`config.mk`:
```
export PLATFORM = sky130hd
export DESIGN_NAME = exe_muldiv_unit_flat
export DESIGN_NICKNAME = d
export VERILOG_FILES = /design/src/rtl/exe_muldiv_unit_pkg.sv /design/src/rtl/exe_muldiv_unit_if.sv /design/src/rtl/exe_muldiv_unit_iter_core.sv /design/src/rtl/exe_muldiv_unit.sv /design/src/flat_wrapper.sv
export SDC_FILE = /design/constraint.sdc
export NUM_CORES = 1
export LEC_CHECK = 0
export ABC_AREA = 1
export CORE_ASPECT_RATIO = 1.25
export CORE_MARGIN = 2
export CORE_UTILIZATION = 50
export DETAILED_ROUTE_END_ITERATION = 8
export PLACE_DENSITY = 0.81
export SYNTH_ARGS = -nofsm -noshare
export SYNTH_HDL_FRONTEND = slang
export SYNTH_SLANG_ARGS = --single-unit
```
`constraint.sdc`:
```
create_clock -name clk -period 3.2 [get_ports clk]
set_input_delay 0.32 -clock clk [delete_from_list [all_inputs] [get_ports clk]]
set_output_delay 0.32 -clock clk [all_outputs]
set_load 0.02 [all_outputs]
```
`src/rtl/exe_muldiv_unit_pkg.sv`:
```
// exe_muldiv_unit_pkg: shared definitions for the EXE-stage multiply/divide unit.
//   - default operand width and iteration counter width
//   - op codes carried on the op bus
//   - FSM state encoding
//   - helper to classify signed operations
package exe_muldiv_unit_pkg;

    localparam int unsigned MdWidth = 32;
    localparam int unsigned MdCntW  = 5;

    localparam logic [2:0] OpMult  = 3'b000;
    localparam logic [2:0] OpMultu = 3'b001;
    localparam logic [2:0] OpDiv   = 3'b010;
    localparam logic [2:0] OpDivu  = 3'b011;
    localparam logic [2:0] OpMthi  = 3'b100;
    localparam logic [2:0] OpMtlo  = 3'b101;

    typedef enum logic [1:0] {
        StIdle = 2'd0,
        StCalc = 2'd1,
        StFix  = 2'd2
    } state_e;

    function automatic logic is_signed_op(input logic [2:0] op);
        return (op == OpMult) || (op == OpDiv);
    endfunction

endpackage

```
`src/rtl/exe_muldiv_unit_if.sv`:
```
// exe_muldiv_unit_if: request/result bundle between EXE control and the mul/div unit.
//   start, op, a, b, flush : requester -> unit
//   busy, done, hi, lo     : unit -> requester / hazard logic
// master modport is the EXE side, slave modport is the unit.
interface exe_muldiv_unit_if
    import exe_muldiv_unit_pkg::*;
#(
    parameter int unsigned WIDTH = MdWidth
) ();

    logic             start;
    logic [2:0]       op;
    logic [WIDTH-1:0] a;
    logic [WIDTH-1:0] b;
    logic             flush;
    logic             busy;
    logic             done;
    logic [WIDTH-1:0] hi;
    logic [WIDTH-1:0] lo;

    modport master (
        output start, op, a, b, flush,
        input  busy, done, hi, lo
    );

    modport slave (
        input  start, op, a, b, flush,
        output busy, done, hi, lo
    );

endinterface

```
`src/rtl/exe_muldiv_unit_iter_core.sv`:
```
// exe_muldiv_unit_iter_core: radix-2 iterative datapath for the mul/div unit.
// Operands arrive as unsigned magnitudes; sign handling lives in the parent.
//   clk, rst_n      : clock, async active-low reset
//   load_i          : capture a_mag_i/b_mag_i and clear the counter
//   step_i          : perform one iteration
//   is_div_i        : selects shift-subtract (1) or shift-add (0) for step_i
//   a_mag_i/b_mag_i : multiplier/dividend and multiplicand/divisor magnitudes
//   prod_o          : 2*WIDTH product
//   quo_o/rem_o     : quotient / remainder
//   last_o          : the current step is the final one
module exe_muldiv_unit_iter_core #(
    parameter int unsigned WIDTH = 32,
    parameter int unsigned CNT_W = 5
) (
    input  logic               clk,
    input  logic               rst_n,
    input  logic               load_i,
    input  logic               step_i,
    input  logic               is_div_i,
    input  logic [WIDTH-1:0]   a_mag_i,
    input  logic [WIDTH-1:0]   b_mag_i,
    output logic [2*WIDTH-1:0] prod_o,
    output logic [WIDTH-1:0]   quo_o,
    output logic [WIDTH-1:0]   rem_o,
    output logic               last_o
);

    logic [2*WIDTH-1:0] prod_q, prod_d;
    logic [WIDTH-1:0]   quo_q, quo_d;
    logic [WIDTH-1:0]   rem_q, rem_d;
    logic [WIDTH-1:0]   opb_q, opb_d;
    logic [CNT_W-1:0]   cnt_q, cnt_d;

    logic [WIDTH:0]     sum;
    logic [WIDTH:0]     shifted;
    logic [WIDTH:0]     diff;

    always_comb begin
        prod_d = prod_q;
        quo_d  = quo_q;
        rem_d  = rem_q;
        opb_d  = opb_q;
        cnt_d  = cnt_q;

        // Multiplier sits in the low half and is consumed LSB first; the
        // carry out of the upper-half add shifts down into the product.
        sum     = {1'b0, prod_q[2*WIDTH-1:WIDTH]} + (prod_q[0] ? {1'b0, opb_q} : '0);
        // Partial remainder stays below the divisor, so WIDTH bits hold it
        // and one extra bit is enough for the trial subtract.
        shifted = {rem_q, quo_q[WIDTH-1]};
        diff    = shifted - {1'b0, opb_q};

        if (load_i) begin
            prod_d = {{WIDTH{1'b0}}, a_mag_i};
            quo_d  = a_mag_i;
            rem_d  = '0;
            opb_d  = b_mag_i;
            cnt_d  = '0;
        end else if (step_i) begin
            cnt_d = cnt_q + 1'b1;
            if (is_div_i) begin
                if (!diff[WIDTH]) begin
                    rem_d = diff[WIDTH-1:0];
                    quo_d = {quo_q[WIDTH-2:0], 1'b1};
                end else begin
                    rem_d = shifted[WIDTH-1:0];
                    quo_d = {quo_q[WIDTH-2:0], 1'b0};
                end
            end else begin
                prod_d = {sum, prod_q[WIDTH-1:1]};
            end
        end
    end

    always_ff @(posedge clk or negedge rst_n) begin
        if (!rst_n) begin
            prod_q <= '0;
            quo_q  <= '0;
            rem_q  <= '0;
            opb_q  <= '0;
            cnt_q  <= '0;
        end else begin
            prod_q <= prod_d;
            quo_q  <= quo_d;
            rem_q  <= rem_d;
            opb_q  <= opb_d;
            cnt_q  <= cnt_d;
        end
    end

    assign prod_o = prod_q;
    assign quo_o  = quo_q;
    assign rem_o  = rem_q;
    assign last_o = (cnt_q == CNT_W'(WIDTH - 1));

endmodule

```
`src/rtl/exe_muldiv_unit.sv`:
```
// exe_muldiv_unit: EXE-stage iterative multiply/divide unit owning HI/LO.
//   clk, rst_n : clock, async active-low reset
//   mdu_io     : slave side of exe_muldiv_unit_if
//                start/op/a/b/flush in; busy (stall), done (1-cycle pulse), hi, lo out
// MULT/MULTU/DIV/DIVU run IDLE -> CALC (WIDTH steps) -> FIX (sign fixup, HI/LO write).
// MTHI/MTLO write HI/LO at the accept edge without leaving IDLE.
// Optional build macro MULDIV_FAST_MUL_EN: multiplies complete combinationally at
// the accept edge (no busy), divides keep the iterative path.
module exe_muldiv_unit
    import exe_muldiv_unit_pkg::*;
#(
    parameter int unsigned WIDTH = MdWidth,
    parameter int unsigned CNT_W = MdCntW
) (
    input  logic             clk,
    input  logic             rst_n,
    exe_muldiv_unit_if.slave mdu_io
);

    state_e             state_q, state_d;
    logic [WIDTH-1:0]   hi_q, hi_d;
    logic [WIDTH-1:0]   lo_q, lo_d;
    logic               done_q, done_d;
    logic               is_div_q, is_div_d;
    logic               neg_res_q, neg_res_d;
    logic               neg_rem_q, neg_rem_d;
    logic               div0_q, div0_d;

    logic               signed_op;
    logic               a_neg, b_neg;
    logic [WIDTH-1:0]   a_mag, b_mag;
    logic               latch;

    logic               core_load, core_step, core_last;
    logic [2*WIDTH-1:0] core_prod, prod_fix;
    logic [WIDTH-1:0]   core_quo, core_rem, quo_fix, rem_fix;

`ifdef MULDIV_FAST_MUL_EN
    logic [2*WIDTH-1:0] ext_a, ext_b, fast_prod;
`endif

    // Operand magnitudes. Negating 2^(WIDTH-1) wraps to itself, which is the
    // correct unsigned magnitude, so no extra bit needs to reach the core.
    always_comb begin
        signed_op = is_signed_op(mdu_io.op);
        a_neg     = signed_op & mdu_io.a[WIDTH-1];
        b_neg     = signed_op & mdu_io.b[WIDTH-1];
        a_mag     = a_neg ? ('0 - mdu_io.a) : mdu_io.a;
        b_mag     = b_neg ? ('0 - mdu_io.b) : mdu_io.b;
    end

`ifdef MULDIV_FAST_MUL_EN
    always_comb begin
        ext_a     = {{WIDTH{a_neg}}, mdu_io.a};
        ext_b     = {{WIDTH{b_neg}}, mdu_io.b};
        fast_prod = ext_a * ext_b;
    end
`endif

    // Sign correction applied in FIX.
    always_comb begin
        prod_fix = neg_res_q ? ('0 - core_prod) : core_prod;
        // Divide by zero leaves an all-ones quotient regardless of signs.
        quo_fix  = div0_q ? '1 : (neg_res_q ? ('0 - core_quo) : core_quo);
        rem_fix  = neg_rem_q ? ('0 - core_rem) : core_rem;
    end

    always_comb begin
        state_d   = state_q;
        hi_d      = hi_q;
        lo_d      = lo_q;
        done_d    = 1'b0;
        core_load = 1'b0;
        core_step = 1'b0;
        latch     = 1'b0;

        unique case (state_q)
            StIdle: begin
                if (mdu_io.start) begin
                    unique case (mdu_io.op)
                        OpMult, OpMultu: begin
`ifdef MULDIV_FAST_MUL_EN
                            hi_d   = fast_prod[2*WIDTH-1:WIDTH];
                            lo_d   = fast_prod[WIDTH-1:0];
                            done_d = 1'b1;
`else
                            core_load = 1'b1;
                            latch     = 1'b1;
                            state_d   = StCalc;
`endif
                        end
                        OpDiv, OpDivu: begin
                            core_load = 1'b1;
                            latch     = 1'b1;
                            state_d   = StCalc;
                        end
                        OpMthi:  hi_d = mdu_io.a;
                        OpMtlo:  lo_d = mdu_io.a;
                        default: ;
                    endcase
                end
            end
            StCalc: begin
                core_step = 1'b1;
                if (core_last) begin
                    state_d = StFix;
                end
            end
            StFix: begin
                if (is_div_q) begin
                    hi_d = rem_fix;
                    lo_d = quo_fix;
                end else begin
                    hi_d = prod_fix[2*WIDTH-1:WIDTH];
                    lo_d = prod_fix[WIDTH-1:0];
                end
                done_d  = 1'b1;
                state_d = StIdle;
            end
            default: state_d = StIdle;
        endcase

        // Flush wins over everything, including a same-cycle start.
        if (mdu_io.flush) begin
            state_d   = StIdle;
            hi_d      = hi_q;
            lo_d      = lo_q;
            done_d    = 1'b0;
            core_load = 1'b0;
            core_step = 1'b0;
            latch     = 1'b0;
        end
    end

    always_comb begin
        is_div_d  = is_div_q;
        neg_res_d = neg_res_q;
        neg_rem_d = neg_rem_q;
        div0_d    = div0_q;
        if (latch) begin
            is_div_d  = (mdu_io.op == OpDiv) || (mdu_io.op == OpDivu);
            neg_res_d = a_neg ^ b_neg;
            neg_rem_d = a_neg;
            div0_d    = (mdu_io.b == '0);
        end
    end

    always_ff @(posedge clk or negedge rst_n) begin
        if (!rst_n) begin
            state_q   <= StIdle;
            hi_q      <= '0;
            lo_q      <= '0;
            done_q    <= 1'b0;
            is_div_q  <= 1'b0;
            neg_res_q <= 1'b0;
            neg_rem_q <= 1'b0;
            div0_q    <= 1'b0;
        end else begin
            state_q   <= state_d;
            hi_q      <= hi_d;
            lo_q      <= lo_d;
            done_q    <= done_d;
            is_div_q  <= is_div_d;
            neg_res_q <= neg_res_d;
            neg_rem_q <= neg_rem_d;
            div0_q    <= div0_d;
        end
    end

    exe_muldiv_unit_iter_core #(
        .WIDTH (WIDTH),
        .CNT_W (CNT_W)
    ) u_iter_core (
        .clk      (clk),
        .rst_n    (rst_n),
        .load_i   (core_load),
        .step_i   (core_step),
        .is_div_i (is_div_q),
        .a_mag_i  (a_mag),
        .b_mag_i  (b_mag),
        .prod_o   (core_prod),
        .quo_o    (core_quo),
        .rem_o    (core_rem),
        .last_o   (core_last)
    );

    assign mdu_io.busy = (state_q != StIdle);
    assign mdu_io.done = done_q;
    assign mdu_io.hi   = hi_q;
    assign mdu_io.lo   = lo_q;

endmodule

```
`src/flat_wrapper.sv`:
```
// flat-port wrapper written by rule: the top's interface ports become plain ports
module exe_muldiv_unit_flat import exe_muldiv_unit_pkg::*;
#(
    parameter int unsigned WIDTH = MdWidth,
    parameter int unsigned CNT_W = MdCntW
)
  (clk, rst_n, mdu_io_start, mdu_io_op, mdu_io_a, mdu_io_b, mdu_io_flush, mdu_io_busy, mdu_io_done, mdu_io_hi, mdu_io_lo);
  exe_muldiv_unit_if #(.WIDTH(WIDTH)) mdu_io_i ();
  input  logic clk;
  input  logic rst_n;
  input wire logic [$bits(mdu_io_i.start)-1:0] mdu_io_start;
  input wire logic [$bits(mdu_io_i.op)-1:0] mdu_io_op;
  input wire logic [$bits(mdu_io_i.a)-1:0] mdu_io_a;
  input wire logic [$bits(mdu_io_i.b)-1:0] mdu_io_b;
  input wire logic [$bits(mdu_io_i.flush)-1:0] mdu_io_flush;
  output wire logic [$bits(mdu_io_i.busy)-1:0] mdu_io_busy;
  output wire logic [$bits(mdu_io_i.done)-1:0] mdu_io_done;
  output wire logic [$bits(mdu_io_i.hi)-1:0] mdu_io_hi;
  output wire logic [$bits(mdu_io_i.lo)-1:0] mdu_io_lo;
  assign mdu_io_i.start = mdu_io_start;
  assign mdu_io_i.op = mdu_io_op;
  assign mdu_io_i.a = mdu_io_a;
  assign mdu_io_i.b = mdu_io_b;
  assign mdu_io_i.flush = mdu_io_flush;
  assign mdu_io_busy = mdu_io_i.busy;
  assign mdu_io_done = mdu_io_i.done;
  assign mdu_io_hi = mdu_io_i.hi;
  assign mdu_io_lo = mdu_io_i.lo;
  exe_muldiv_unit #(.WIDTH(WIDTH), .CNT_W(CNT_W)) u_core (.clk(clk), .rst_n(rst_n), .mdu_io(mdu_io_i));
endmodule
```
==> results.json <==
{
  "tightest_slew_ps": 910.6,
  "critPathBufInv": 1,
  "yosys_warnings": 0,
  "final_cell_mix": "nand2_1, nor2_1, inv_1",
  "cts_max_level": 1,
  "tns_ps": 0,
  "grt_max_degree": 91,
  "yosysUniqueCellTypes": 56,
  "start_util_pct": 50.83,
  "root_buffer": "clkbuf_16",
  "worstSetupPathType": "flop to flop",
  "setup_violations": 0,
  "syn-num-nets": 3605,
  "insertion_delay_ps": 580,
  "drv_slew": 0,
  "ys_ff_latch": 236,
  "status": "finished, final reports clean",
  "ir_drop_mv": 0.5235,
  "critical_path.most_common_cell": "nand2_2",
  "yosys.area.top_type": "dfrtp_1",
  "rows": 83,
  "synth-edff-count": 0,
  "tritoncts": "built",
  "p_leak_nw": 11.99,
  "grt_antenna_before_repair": 2,
  "critPathTopFamily": "simple AND/OR/NAND/NOR gates",
  "start_kind": "flop",
  "vias": 24337,
  "grt_pass1_wl_mm": 128.6,
  "syn_area_um2": 20900,
  "ys.flop_type": "dfrtp_1",
  "grt_pass1_vias": 22409,
  "die-width_um": 186.9,
  "fmaxAchievable_ghz": 0.3327,
  "cp_data_required_time_ps": 3720,
  "seqCellArea_um2": 5907,
  "drc": 0,
  "final-hold-violation-count": 0,
  "clk_pin_slew_ps": 60,
  "wl_per_cell_um": 20.60,
  "fp.coreArea_um2": 41120,
  "place_hpwl_mm": 67.62,
  "cts_sinks": 236,
  "drt_iter0_markers": 2695,
  "crit_path_end_kind": "flop",
  "synth_top_area_share_pct": 28.25,
  "fin_crit_sh_pct": 93.92,
  "portBuffers": 136,
  "die-area_um2": 43470,
  "multi_input_area_um2": 12990,
  "postCtsResizedCells": 0,
  "clock_path_buffers": 3,
  "avgSynthCellArea_um2": 6.039,
  "final_nets": 3705,
  "place.gp.congestion": 1.086,
  "cts_made_buffers": 28,
  "finish.utilization_pct": 57.99,
  "yosysSeqAreaShare_pct": 28.25,
  "overflow": 0,
  "power_density_nw_per_um2": 653.9,
  "hold_ws_ps": 336.5,
  "viasPerCell": 5.886,
  "num_io_pins": 137,
  "netlist_instances": 3461,
  "period_needed_ps": 3005,
  "grt_util_all_layers_pct": 38.42,
  "critPathArrivalTime_ps": 3520,
  "ant_nets": 0,
  "synthToLayoutAreaGrowth_pct": 14.10,
  "skew_ps": 14.24,
  "drive_gt1_share_pct": 4.971,
  "slowest_delay_ps": 470,
  "crit_path_max_fanout": 33,
  "rsz0062_at_grt": "no",
  "wl_mm": 85.17,
  "crit_chain": "ha_1 -> fa_1 -> inv_1 -> nand3_1 -> nand3_2 -> nand2_1 -> nand2_2 -> nand2_2 -> nand2_2 -> nand2_2 -> nand2_2 -> nand2_2 -> nand2_4 -> nand2_1 -> nand2_1 -> nand2_1 -> nand2_1",
  "slowest_stage": "dfrtp_1",
  "hp-class": "input pin to async pin",
  "ys_async_sr_fraction_pct": 100.0,
  "post_cts_buffers": 0,
  "drv_cap": 0,
  "synthTopCellsByArea": "dfrtp_1, nand2_1, nor2_1, nand3_1, inv_1",
  "die_h_um": 232.6,
  "dr.pass1.iters": 8,
  "fill_cells": 4183,
  "relSlewSlack_pct": 39.29,
  "final_common_cell": "nand2_1"
}
==> cells in the mapped netlist (3+ instances only) <==
cell type,number
nand3_2,6
o221ai_1,24
nand4_1,60
a21o_1,3
nor2_1,526
buf_2,54
nand3_1,332
o211ai_1,12
xnor2_1,23
nor2_2,16
inv_1,384
clkbuf_1,40
ha_1,71
a21oi_2,8
xor2_1,20
nor4_1,4
o21ai_0,205
o21bai_1,11
a22oi_1,4
o22ai_1,14
nand2_4,3
dfrtp_1,236
buf_6,5
a31oi_1,21
nand2_1,1030
nand2_2,18
nand3b_1,5
o21ai_2,6
or2_2,8
o31ai_1,3
inv_2,10
a21oi_1,216
o21a_1,4
o21ai_1,13
buf_1,5
nor3_1,31
nor2_4,6
==> repair_timing <==
item | CTS | global route
hold buffers | 1 | 0
hold endpoints to repair | 86 | 0
endpoints found under the setup margin | 0 | 0
==> path summary, 6_finish.rpt <==
path / cells past startpoint / slack (ps) / endpoint / from
max in group asynchronous: 3 / 1990 / u_core.u_iter_core.rem_o[31] / rst_n
max reg2reg: 17 / 190 / u_core.u_iter_core.rem_o[30] / u_core.u_iter_core.opb_q[0]
max: 17 / 190 / u_core.u_iter_core.rem_o[30] / u_core.u_iter_core.opb_q[0]
min reg2reg: 2 / 490 / u_core.mdu_io.lo[0] / u_core.mdu_io.lo[0]
min: 2 / 340 / u_core.u_iter_core.quo_o[2] / rst_n
min in group clk: 4 / 450 / u_core.u_iter_core.opb_q[15] / mdu_io_b[15]
==> power breakdown <==
group	internal, mW	leakage, nW	switching [mW]
clock	2.11	0.493	1.40
sequential	3.80	2.87	1.15
combinational	2.42	8.63	4.72
total	8.32	12.0	7.27
==> logic make-up (layout without fill, tap and decap cells) <==
family                     Yosys count  in the layout  share of synthesized area [%]
DFF                                236            236                          28.25
AOI/OAI and AO/OA                  550            550                          14.63
adders and majority gates           73             73                          4.442
other                                0              2                              0
xor gates and xnor gates            43             43                          1.802
and+or+nand+nor                   2056           2056                          41.24
buffers and inverters              503            623                          9.631
==> sequential cells by signal, summed over array words and instances, names as in the netlist <==
register,cells
u_core.is_div_q,1
u_core.state_q,2
u_core.u_iter_core.opb_q,32
u_core.mdu_io.lo,32
u_core.u_iter_core.rem_o,32
u_core.u_iter_core.prod_o,64
u_core.neg_rem_q,1
u_core.mdu_io.hi,32
u_core.mdu_io.done,1
u_core.neg_res_q,1
u_core.u_iter_core.cnt_q,5
u_core.u_iter_core.quo_o,32
u_core.div0_q,1
==> routing by layer <==
metal / wire (um) / vias to the layer above / global-route usage [%]
met3: 7215 / 382 / 5.219
li1: - / 11485 / -
met2: 38530 / 1390 / 62.94
met4: 8480 / 0 / 33.31
met5: 0 / - / 0
met1: 30940 / 11080 / 44.49
==> worst reg2reg max path, stage by stage (launching register included) <==
cell and delay, ps:
dfrtp_1 470, ha_1 270, fa_1 410, inv_1 140, nand3_1 100, nand3_2 120
nand2_1 70, nand2_2 110, nand2_2 60, nand2_2 70, nand2_2 70, nand2_2 90
nand2_2 70, nand2_4 290, nand2_1 350, nand2_1 150, nand2_1 60, nand2_1 50
==> through the flow <==
step / total power [mW] / area (um^2) / setup slack (ps) / std cells
global placement: 11.81 / 22840 / 315.5 / 4082
global route: 16.46 / 23850 / 79.87 / 4134
finish: 15.59 / 23850 / 194.6 / 4135
floorplan: 9.137 / 20900 / 849.4 / 3461
detailed placement: 11.88 / 22840 / 271.8 / 4082
CTS: 15.39 / 23840 / 252.2 / 4133
==> layout make-up <==
| cell class | instances | share of cell area, % |
|---|---|---|
| multi-input cells | 2722 | 54.47 |
| clock inverters | 12 | 0.7187 |
| flip-flops and latches | 236 | 24.77 |
| diodes | 2 | 0.02099 |
| repair buffers | 177 | 7.450 |
| inverters | 396 | 6.238 |
| well taps | 552 | 2.896 |
| clock buffers | 38 | 3.436 |
Note: power is estimated with default switching activity, not from simulation.
